`src/rtl/blob_area_perimeter.sv`:
```
// blob_area_perimeter
//   Streaming area/perimeter accumulator for a binary mask in raster order.
//   One pixel per cycle (with arbitrary valid gaps). Two-stage pipeline:
//     S1: register pixel, read line buffer (pixel above), capture left neighbour.
//     S2: accumulate area and unit edge count, latch the frame result.
//   The result is offered to a downstream divider and held while busy_in is high.
//
// Ports
//   clk_in             rising-edge clock
//   rst_in             synchronous active-high reset
//   hcount_in          pixel x (0..WIDTH-1)
//   vcount_in          pixel y (0..HEIGHT-1)
//   mask_in            1 = pixel belongs to the blob
//   pixel_valid_in     qualifies hcount_in/vcount_in/mask_in
//   busy_in            downstream busy; no result is offered while high
//   area_out           set-pixel count of the last completed frame
//   perimeter_out      edge count of the last completed frame
//   data_valid_out     one-cycle pulse announcing area_out/perimeter_out
//   frames_dropped_out (only with DROP_COUNT_EN) saturating count of results
//                      overwritten while still waiting for the divider
//
// Configuration macro: DROP_COUNT_EN

module blob_area_perimeter #(
    parameter int unsigned WIDTH  = 180,
    parameter int unsigned HEIGHT = 320,
    localparam int unsigned CW    = $clog2(WIDTH * HEIGHT) + 1,
    localparam int unsigned XW    = $clog2(WIDTH),
    localparam int unsigned YW    = $clog2(HEIGHT)
) (
    input  logic          clk_in,
    input  logic          rst_in,
    input  logic [XW-1:0] hcount_in,
    input  logic [YW-1:0] vcount_in,
    input  logic          mask_in,
    input  logic          pixel_valid_in,
    input  logic          busy_in,
    output logic [CW-1:0] area_out,
    output logic [CW-1:0] perimeter_out,
    output logic          data_valid_out
`ifdef DROP_COUNT_EN
    ,
    output logic [7:0]    frames_dropped_out
`endif
);

    typedef enum logic [1:0] {StIdle, StAccum, StHold} state_e;

    localparam logic [XW-1:0] XLast = XW'(WIDTH - 1);
    localparam logic [YW-1:0] YLast = YW'(HEIGHT - 1);

    // ------------------------------------------------------------------
    // S1: pixel register, line buffer read/write, left neighbour
    // ------------------------------------------------------------------
    logic [WIDTH-1:0] line_buf_q, line_buf_d;
    logic             left_m_q, left_m_d;
    logic             s1_valid_q, s1_valid_d;
    logic [XW-1:0]    s1_x_q, s1_x_d;
    logic [YW-1:0]    s1_y_q, s1_y_d;
    logic             s1_m_q, s1_m_d;
    logic             s1_l_q, s1_l_d;
    logic             s1_u_q, s1_u_d;

    always_comb begin
        line_buf_d = line_buf_q;
        left_m_d   = left_m_q;
        s1_valid_d = pixel_valid_in;
        s1_x_d     = hcount_in;
        s1_y_d     = vcount_in;
        s1_m_d     = mask_in;
        s1_l_d     = 1'b0;
        s1_u_d     = 1'b0;
        if (pixel_valid_in) begin
            line_buf_d[hcount_in] = mask_in;
            left_m_d              = mask_in;
            // Neighbours outside the frame read as unset; this also hides any
            // stale line-buffer content from a previous frame on row 0.
            s1_l_d = (hcount_in != '0) && left_m_q;
            s1_u_d = (vcount_in != '0) && line_buf_q[hcount_in];
        end
    end

    // Line buffer is deliberately not reset.
    always_ff @(posedge clk_in) begin
        line_buf_q <= line_buf_d;
    end

    always_ff @(posedge clk_in) begin
        if (rst_in) begin
            left_m_q   <= 1'b0;
            s1_valid_q <= 1'b0;
            s1_x_q     <= '0;
            s1_y_q     <= '0;
            s1_m_q     <= 1'b0;
            s1_l_q     <= 1'b0;
            s1_u_q     <= 1'b0;
        end else begin
            left_m_q   <= left_m_d;
            s1_valid_q <= s1_valid_d;
            s1_x_q     <= s1_x_d;
            s1_y_q     <= s1_y_d;
            s1_m_q     <= s1_m_d;
            s1_l_q     <= s1_l_d;
            s1_u_q     <= s1_u_d;
        end
    end

    // ------------------------------------------------------------------
    // S2: saturating accumulation
    // ------------------------------------------------------------------
    logic          s2_start, s2_last;
    logic [2:0]    edge_inc;
    logic [CW-1:0] area_base, perim_base;
    logic [CW:0]   area_sum, perim_sum;
    logic [CW-1:0] area_new, perim_new;

    logic [CW-1:0] area_acc_q, area_acc_d;
    logic [CW-1:0] perim_acc_q, perim_acc_d;

    always_comb begin
        s2_start = s1_valid_q && (s1_x_q == '0) && (s1_y_q == '0);
        s2_last  = (s1_x_q == XLast) && (s1_y_q == YLast);
        edge_inc = {2'b00, s1_m_q ^ s1_l_q}
                 + {2'b00, s1_m_q ^ s1_u_q}
                 + {2'b00, s1_m_q & (s1_x_q == XLast)}
                 + {2'b00, s1_m_q & (s1_y_q == YLast)};
        // A frame start discards whatever was accumulated before it.
        area_base  = s2_start ? '0 : area_acc_q;
        perim_base = s2_start ? '0 : perim_acc_q;
        area_sum   = {1'b0, area_base} + (CW + 1)'(s1_m_q);
        perim_sum  = {1'b0, perim_base} + (CW + 1)'(edge_inc);
        area_new   = area_sum[CW] ? '1 : area_sum[CW-1:0];
        perim_new  = perim_sum[CW] ? '1 : perim_sum[CW-1:0];
    end

    // ------------------------------------------------------------------
    // Control FSM
    // ------------------------------------------------------------------
    state_e        state_q, state_d;
    logic          hold_run_q, hold_run_d;   // a new frame is accumulating during HOLD
    logic          dv_prev_q, dv_prev_d;
    logic [CW-1:0] area_out_q, area_out_d;
    logic [CW-1:0] perim_out_q, perim_out_d;
    logic          pixel_take, frame_done, pulse;
`ifdef DROP_COUNT_EN
    logic [7:0]    drop_cnt_q, drop_cnt_d;
    logic          drop_evt;
`endif

    always_comb begin
        state_d     = state_q;
        hold_run_d  = hold_run_q;
        area_acc_d  = area_acc_q;
        perim_acc_d = perim_acc_q;
        area_out_d  = area_out_q;
        perim_out_d = perim_out_q;
`ifdef DROP_COUNT_EN
        drop_evt    = 1'b0;
`endif

        pixel_take = s1_valid_q && (s2_start || (state_q == StAccum)
                     || ((state_q == StHold) && hold_run_q));
        frame_done = pixel_take && s2_last;
        // dv_prev_q guards the corner where a new result lands on the very
        // cycle the previous one is handed off.
        pulse      = (state_q == StHold) && !busy_in && !dv_prev_q;

        if (pixel_take) begin
            area_acc_d  = area_new;
            perim_acc_d = perim_new;
        end
        if (frame_done) begin
            area_out_d  = area_new;
            perim_out_d = perim_new;
        end

        unique case (state_q)
            StIdle: begin
                if (s2_start) begin
                    state_d = StAccum;
                end
            end
            StAccum: begin
                if (frame_done) begin
                    state_d = StHold;
                end
            end
            StHold: begin
                if (frame_done) begin
                    hold_run_d = 1'b0;
`ifdef DROP_COUNT_EN
                    drop_evt   = !pulse;
`endif
                end else begin
                    if (s2_start) begin
                        hold_run_d = 1'b1;
                    end
                    if (pulse) begin
                        state_d    = (hold_run_q || s2_start) ? StAccum : StIdle;
                        hold_run_d = 1'b0;
                    end
                end
            end
            default: state_d = StIdle;
        endcase

        dv_prev_d = pulse;
`ifdef DROP_COUNT_EN
        drop_cnt_d = drop_cnt_q;
        if (drop_evt && (drop_cnt_q != 8'hff)) begin
            drop_cnt_d = drop_cnt_q + 8'd1;
        end
`endif
    end

    always_ff @(posedge clk_in) begin
        if (rst_in) begin
            state_q     <= StIdle;
            hold_run_q  <= 1'b0;
            dv_prev_q   <= 1'b0;
            area_acc_q  <= '0;
            perim_acc_q <= '0;
            area_out_q  <= '0;
            perim_out_q <= '0;
`ifdef DROP_COUNT_EN
            drop_cnt_q  <= '0;
`endif
        end else begin
            state_q     <= state_d;
            hold_run_q  <= hold_run_d;
            dv_prev_q   <= dv_prev_d;
            area_acc_q  <= area_acc_d;
            perim_acc_q <= perim_acc_d;
            area_out_q  <= area_out_d;
            perim_out_q <= perim_out_d;
`ifdef DROP_COUNT_EN
            drop_cnt_q  <= drop_cnt_d;
`endif
        end
    end

    assign area_out       = area_out_q;
    assign perimeter_out  = perim_out_q;
    assign data_valid_out = pulse;
`ifdef DROP_COUNT_EN
    assign frames_dropped_out = drop_cnt_q;
`endif

endmodule

```
`config.mk`:
```
export PLATFORM = sky130hd
export DESIGN_NAME = blob_area_perimeter
export DESIGN_NICKNAME = d
export VERILOG_FILES = /design/src/rtl/blob_area_perimeter.sv
export SDC_FILE = /design/constraint.sdc
export NUM_CORES = 1
export LEC_CHECK = 0
export CAP_MARGIN = 20
export CORE_MARGIN = 1.5
export CORE_UTILIZATION = 57
export CTS_BUF_LIST = sky130_fd_sc_hd__clkbuf_2 sky130_fd_sc_hd__clkbuf_4 sky130_fd_sc_hd__clkbuf_8
export DETAILED_ROUTE_END_ITERATION = 12
export PLACE_DENSITY = 0.83
export SLEW_MARGIN = 10
export SYNTH_ARGS = -nofsm -noshare
export SYNTH_HDL_FRONTEND = slang
export SYNTH_SLANG_ARGS = --single-unit
export TNS_END_PERCENT = 10
```
`constraint.sdc`:
```
create_clock -name clk_in -period 4.3 [get_ports clk_in]
set_clock_uncertainty 0.2 [all_clocks]
set_input_delay 1.075 -clock clk_in [delete_from_list [all_inputs] [get_ports clk_in]]
set_output_delay 1.075 -clock clk_in [all_outputs]
set_load 0.1 [all_outputs]
```
==> results.py, run 1 <==
metrics = {
    "cts": {
        "clock_latency_ns": 0.55,
        "cts.sinks": 274,
        "clk_pin_slew_ns": 0.06,
        "cts_tree": "yes",
        "htreeDepth": 2,
        "cts_setup_buffers": 0,
        "cts-root-buf": "clkbuf_8",
        "cts_buffers": 44,
        "cts_max_path_buffers": 3,
    },
    "final_layout": {
        "fin_cells": 1447,
        "antenna_cells": 0,
        "area_growth_pct": 14.3,
        "drive_above_1_share_pct": 15.2,
        "finalNetCount": 1169,
        "fill_cells": 1502,
    },
    "global_routing": {
        "grt.total_usage_pct": 25.6,
        "antenna_found_initial": 0,
        "grt_first_pass_wirelength_mm": 44.4,
        "grt_overflow": 0,
        "grt_pass1_vias": 8737,
        "grt_max_degree": 120,
    },
    "setup_path": {
        "startpoint": "s1_x_q[1]$_SDFF_PP0_",
        "cp.arrival_ns": 4.29,
        "cp-start-kind": "register",
        "r2r_cells": 13,
        "cp_slowest_stage_delay_ns": 0.53,
        "path_class": "register to register",
        "critPathCaptureType": "register",
        "rr_startpoint": "s1_x_q[1]$_SDFF_PP0_",
        "crit_path_max_fanout": 7,
        "crit_required_ns": 4.56,
        "crit_chain": "nor4_2 > and3_1 > nand2_1 > and2_1 > fa_1 > inv_1 > fa_1 > nor2b_1 > o211a_1 > o2111ai_2 > or3_1 > a31o_2 > a211oi_1",
        "r2r_slack_ns": 0.26,
        "crit_path_frequent_cell": "fa_1",
        "r2r_end": "perim_acc_q[13]$_SDFFE_PP0P_",
        "worst_path_max_delay_cell": "fa_1",
        "cp-endpoint": "perim_acc_q[13]$_SDFFE_PP0P_",
    },
    "timing": {
        "hold-worst-slack_ns": 0.270,
        "worst_slew_pin_slew_ns": 0.985,
        "fmax_ghz": 0.248,
        "slew_headroom_pct": 34.2,
        "tns_ns": 0,
        "period_minus_slack_ns": 4.04,
        "finalHoldViolations": 0,
        "fin_crit_sh_pct": 93.8,
        "setup-violations-final": 0,
        "finalMaxSlewViolations": 0,
    },
    "synthesis": {
        "syn_inst": 1081,
        "ys_seq_elements": 274,
        "muxShareOfSynthArea_pct": 8.97,
        "synth_commonest_cells": "nor2_1, edfxtp_1, dfxtp_1, clkbuf_1, nand2_1",
        "synth_cell_types": 69,
        "synth_async_sr_flop_share_pct": 0,
        "synth_top_family_by_area": "simple AND/OR/NAND/NOR gates",
        "yosysTopAreaCellShare_pct": 43.9,
        "syn_nets": 1109,
        "syn_area_um2": 12300,
        "ys_seq_area_share_pct": 59.2,
        "synth_compound_area_share_pct": 9.58,
        "synth_adder_area_share_pct": 0.792,
        "synth.top_cells.by_area": "edfxtp_1, dfxtp_1, nor2_1",
        "yosysTopAreaCell": "edfxtp_1",
        "synth_edf_count": 180,
        "syn_area_per_cell_um2": 11.4,
        "ys_warn_count": 0,
        "synth.most_common_cell": "nor2_1",
        "synthSimpleGateAreaFrac_pct": 16.5,
        "ys.flop_type": "edfxtp_1",
        "yosys.area_share.xor_xnor_pct": 1.49,
    },
    "pwr": {
        "power_density_nw_per_um2": 378,
        "p_leak_nw": 4.49,
        "ir_drop_mv": 0.327,
    },
    "route": {
        "via_count": 8875,
        "drc_errors": 0,
        "routed_wl_mm": 28.1,
        "drtIter0Drc": 791,
        "post_drt_wl_per_cell_um": 19.4,
        "final_antenna_net_count": 0,
        "viasPerCell": 6.13,
        "first_pass_iters": 5,
    },
    "die": {
        "top_level_ports": 57,
        "fp.dieW_um": 150,
        "rows": 53,
        "die_h_um": 150,
        "coreArea_um2": 21100,
        "die_area_um2": 22500,
        "initial_utilization_pct": 58.4,
    },
    "placed_design": {
        "dp_hpwl_mm": 18.0,
        "dpl.cell_count": 1370,
        "place_congestion": 0.899,
        "io_buffers": 56,
    },
    "run_status": {
        "status": "complete, no violations",
    },
    "job": {
        "maxCapViolations": 0,
    },
    "worst_hold_path": {
        "hp-class": "register to register",
    },
}
per-stage QoR:
| stage | power, mW | setup WS (ns) | instance area (um^2) | util [%] |
|---|---|---|---|---|
| after CTS | 5.34 | 0.0439 | 14000 | 66.6 |
| final | 5.33 | 0.265 | 14100 | 66.7 |
| after global routing | 5.48 | -0.0290 | 14100 | 66.7 |
| after floorplan | 3.04 | 0.0706 | 12300 | - |
| after global placement | 3.13 | 0.293 | 13200 | 62.4 |
| after detailed placement | 3.14 | 0.0734 | 13200 | 62.4 |
report_power, final:
group / total (mW) / leakage (nW) / switching (mW) / internal (mW)
logic: 0.266 / 1.64 / 0.166 / 0.0994
clock network: 2.24 / 0.473 / 0.989 / 1.25
registers: 2.83 / 2.38 / 0.00855 / 2.82
worst min path at each step:
| stage | start | cells past startpoint | to |
|---|---|---|---|
| 2_1_floorplan | left_m_q$_SDFFE_PP0P_ | 2 | s1_l_q$_SDFF_PP0_ |
| 3_3_place_gp | area_out[12]$_SDFFE_PP0P_ | 2 | area_out[12]$_SDFFE_PP0P_ |
| 3_5_place_dp | area_out[16]$_SDFFE_PP0P_ | 2 | area_out[16]$_SDFFE_PP0P_ |
| 4_1_cts | area_out[16]$_SDFFE_PP0P_ | 2 | area_out[16]$_SDFFE_PP0P_ |
| 5_1_grt | area_out[16]$_SDFFE_PP0P_ | 2 | area_out[16]$_SDFFE_PP0P_ |
| 6_report | area_out[13]$_SDFFE_PP0P_ | 2 | area_out[13]$_SDFFE_PP0P_ |
sequential cells by signal (all words and copies together), names as in the netlist, 2 cells and up:
signal         count
area_out          17
state_q            2
perim_acc_q       17
s1_y_q             9
area_acc_q        17
perimeter_out     17
s1_x_q             8
line_buf_q       180
layout make-up:
type	instances	area [um^2]	share of cell area, %
flip-flops and latches	274	7290	51.8
multi-input cells	710	4630	32.9
repair buffers	99	891	6.33
clock buffers	71	852	6.05
well taps	275	344	2.44
inverters	12	45.0	0.320
clock inverters	6	28.8	0.204
logic make-up after synthesis:
| family | Yosys count |
|---|---|
| flip-flops | 274 |
| XOR/XNOR | 21 |
| AND/OR/NAND/NOR | 453 |
| AO/OA/AOI/OAI | 171 |
| multiplexers | 59 |
| buffers and inverters | 97 |
| adder cells (fa/ha/maj) | 6 |
worst max-delay path: cells and delay by family, from the launching register on:
| kind | cells | cell delay [ns] |
|---|---|---|
| compound gates | 4 | 0.92 |
| fa+ha+maj | 2 | 0.96 |
| buf+inv | 1 | 0.05 |
| flops | 1 | 0.32 |
| simple gates | 6 | 1.47 |
per-layer routing:
layer / routed length (um) / vias up / GRT usage (%)
met5: 0 / - / 0
met4: 794 / 0 / 9.66
met3: 2370 / 78 / 5.24
met2: 14400 / 412 / 45.3
met1: 10500 / 4311 / 30.5
li1: - / 4074 / -
placed cells by master, fill, tap and decap left out, drive strengths merged, types with 7 or more instances in the layout:
| cell | instances |
|---|---|
| and2 | 12 |
| mux4 | 40 |
| nand3 | 37 |
| a21oi | 43 |
| mux2i | 14 |
| dfxtp | 94 |
| and4 | 7 |
| a22oi | 8 |
| a211oi | 49 |
| xor2 | 8 |
| clkbuf | 71 |
| xnor2 | 13 |
| edfxtp | 180 |
| inv | 12 |
| and3 | 9 |
| buf | 48 |
| nor2 | 258 |
| o21ai | 23 |
| nand2 | 55 |
| nor3 | 19 |
| nor2b | 28 |
| clkdlybuf4s50 | 51 |
repair_timing:
action | CTS | global route
resized for setup | 0 | 5
hold buffers | 0 | 0
endpoints found under the setup margin | 0 | 10
Note: power is estimated with default switching activity, not from simulation.
==> run 2, diff against run 1 <==
--- a/config.mk
+++ b/config.mk
@@ -5,7 +5,6 @@
 export SDC_FILE = /design/constraint.sdc
 export NUM_CORES = 1
 export LEC_CHECK = 0
-export CAP_MARGIN = 20
 export CORE_MARGIN = 1.5
 export CORE_UTILIZATION = 57
 export CTS_BUF_LIST = sky130_fd_sc_hd__clkbuf_2 sky130_fd_sc_hd__clkbuf_4 sky130_fd_sc_hd__clkbuf_8
==> results of run 2 <==
No change in the layout: final DEF, timing and power equal those of run 1.
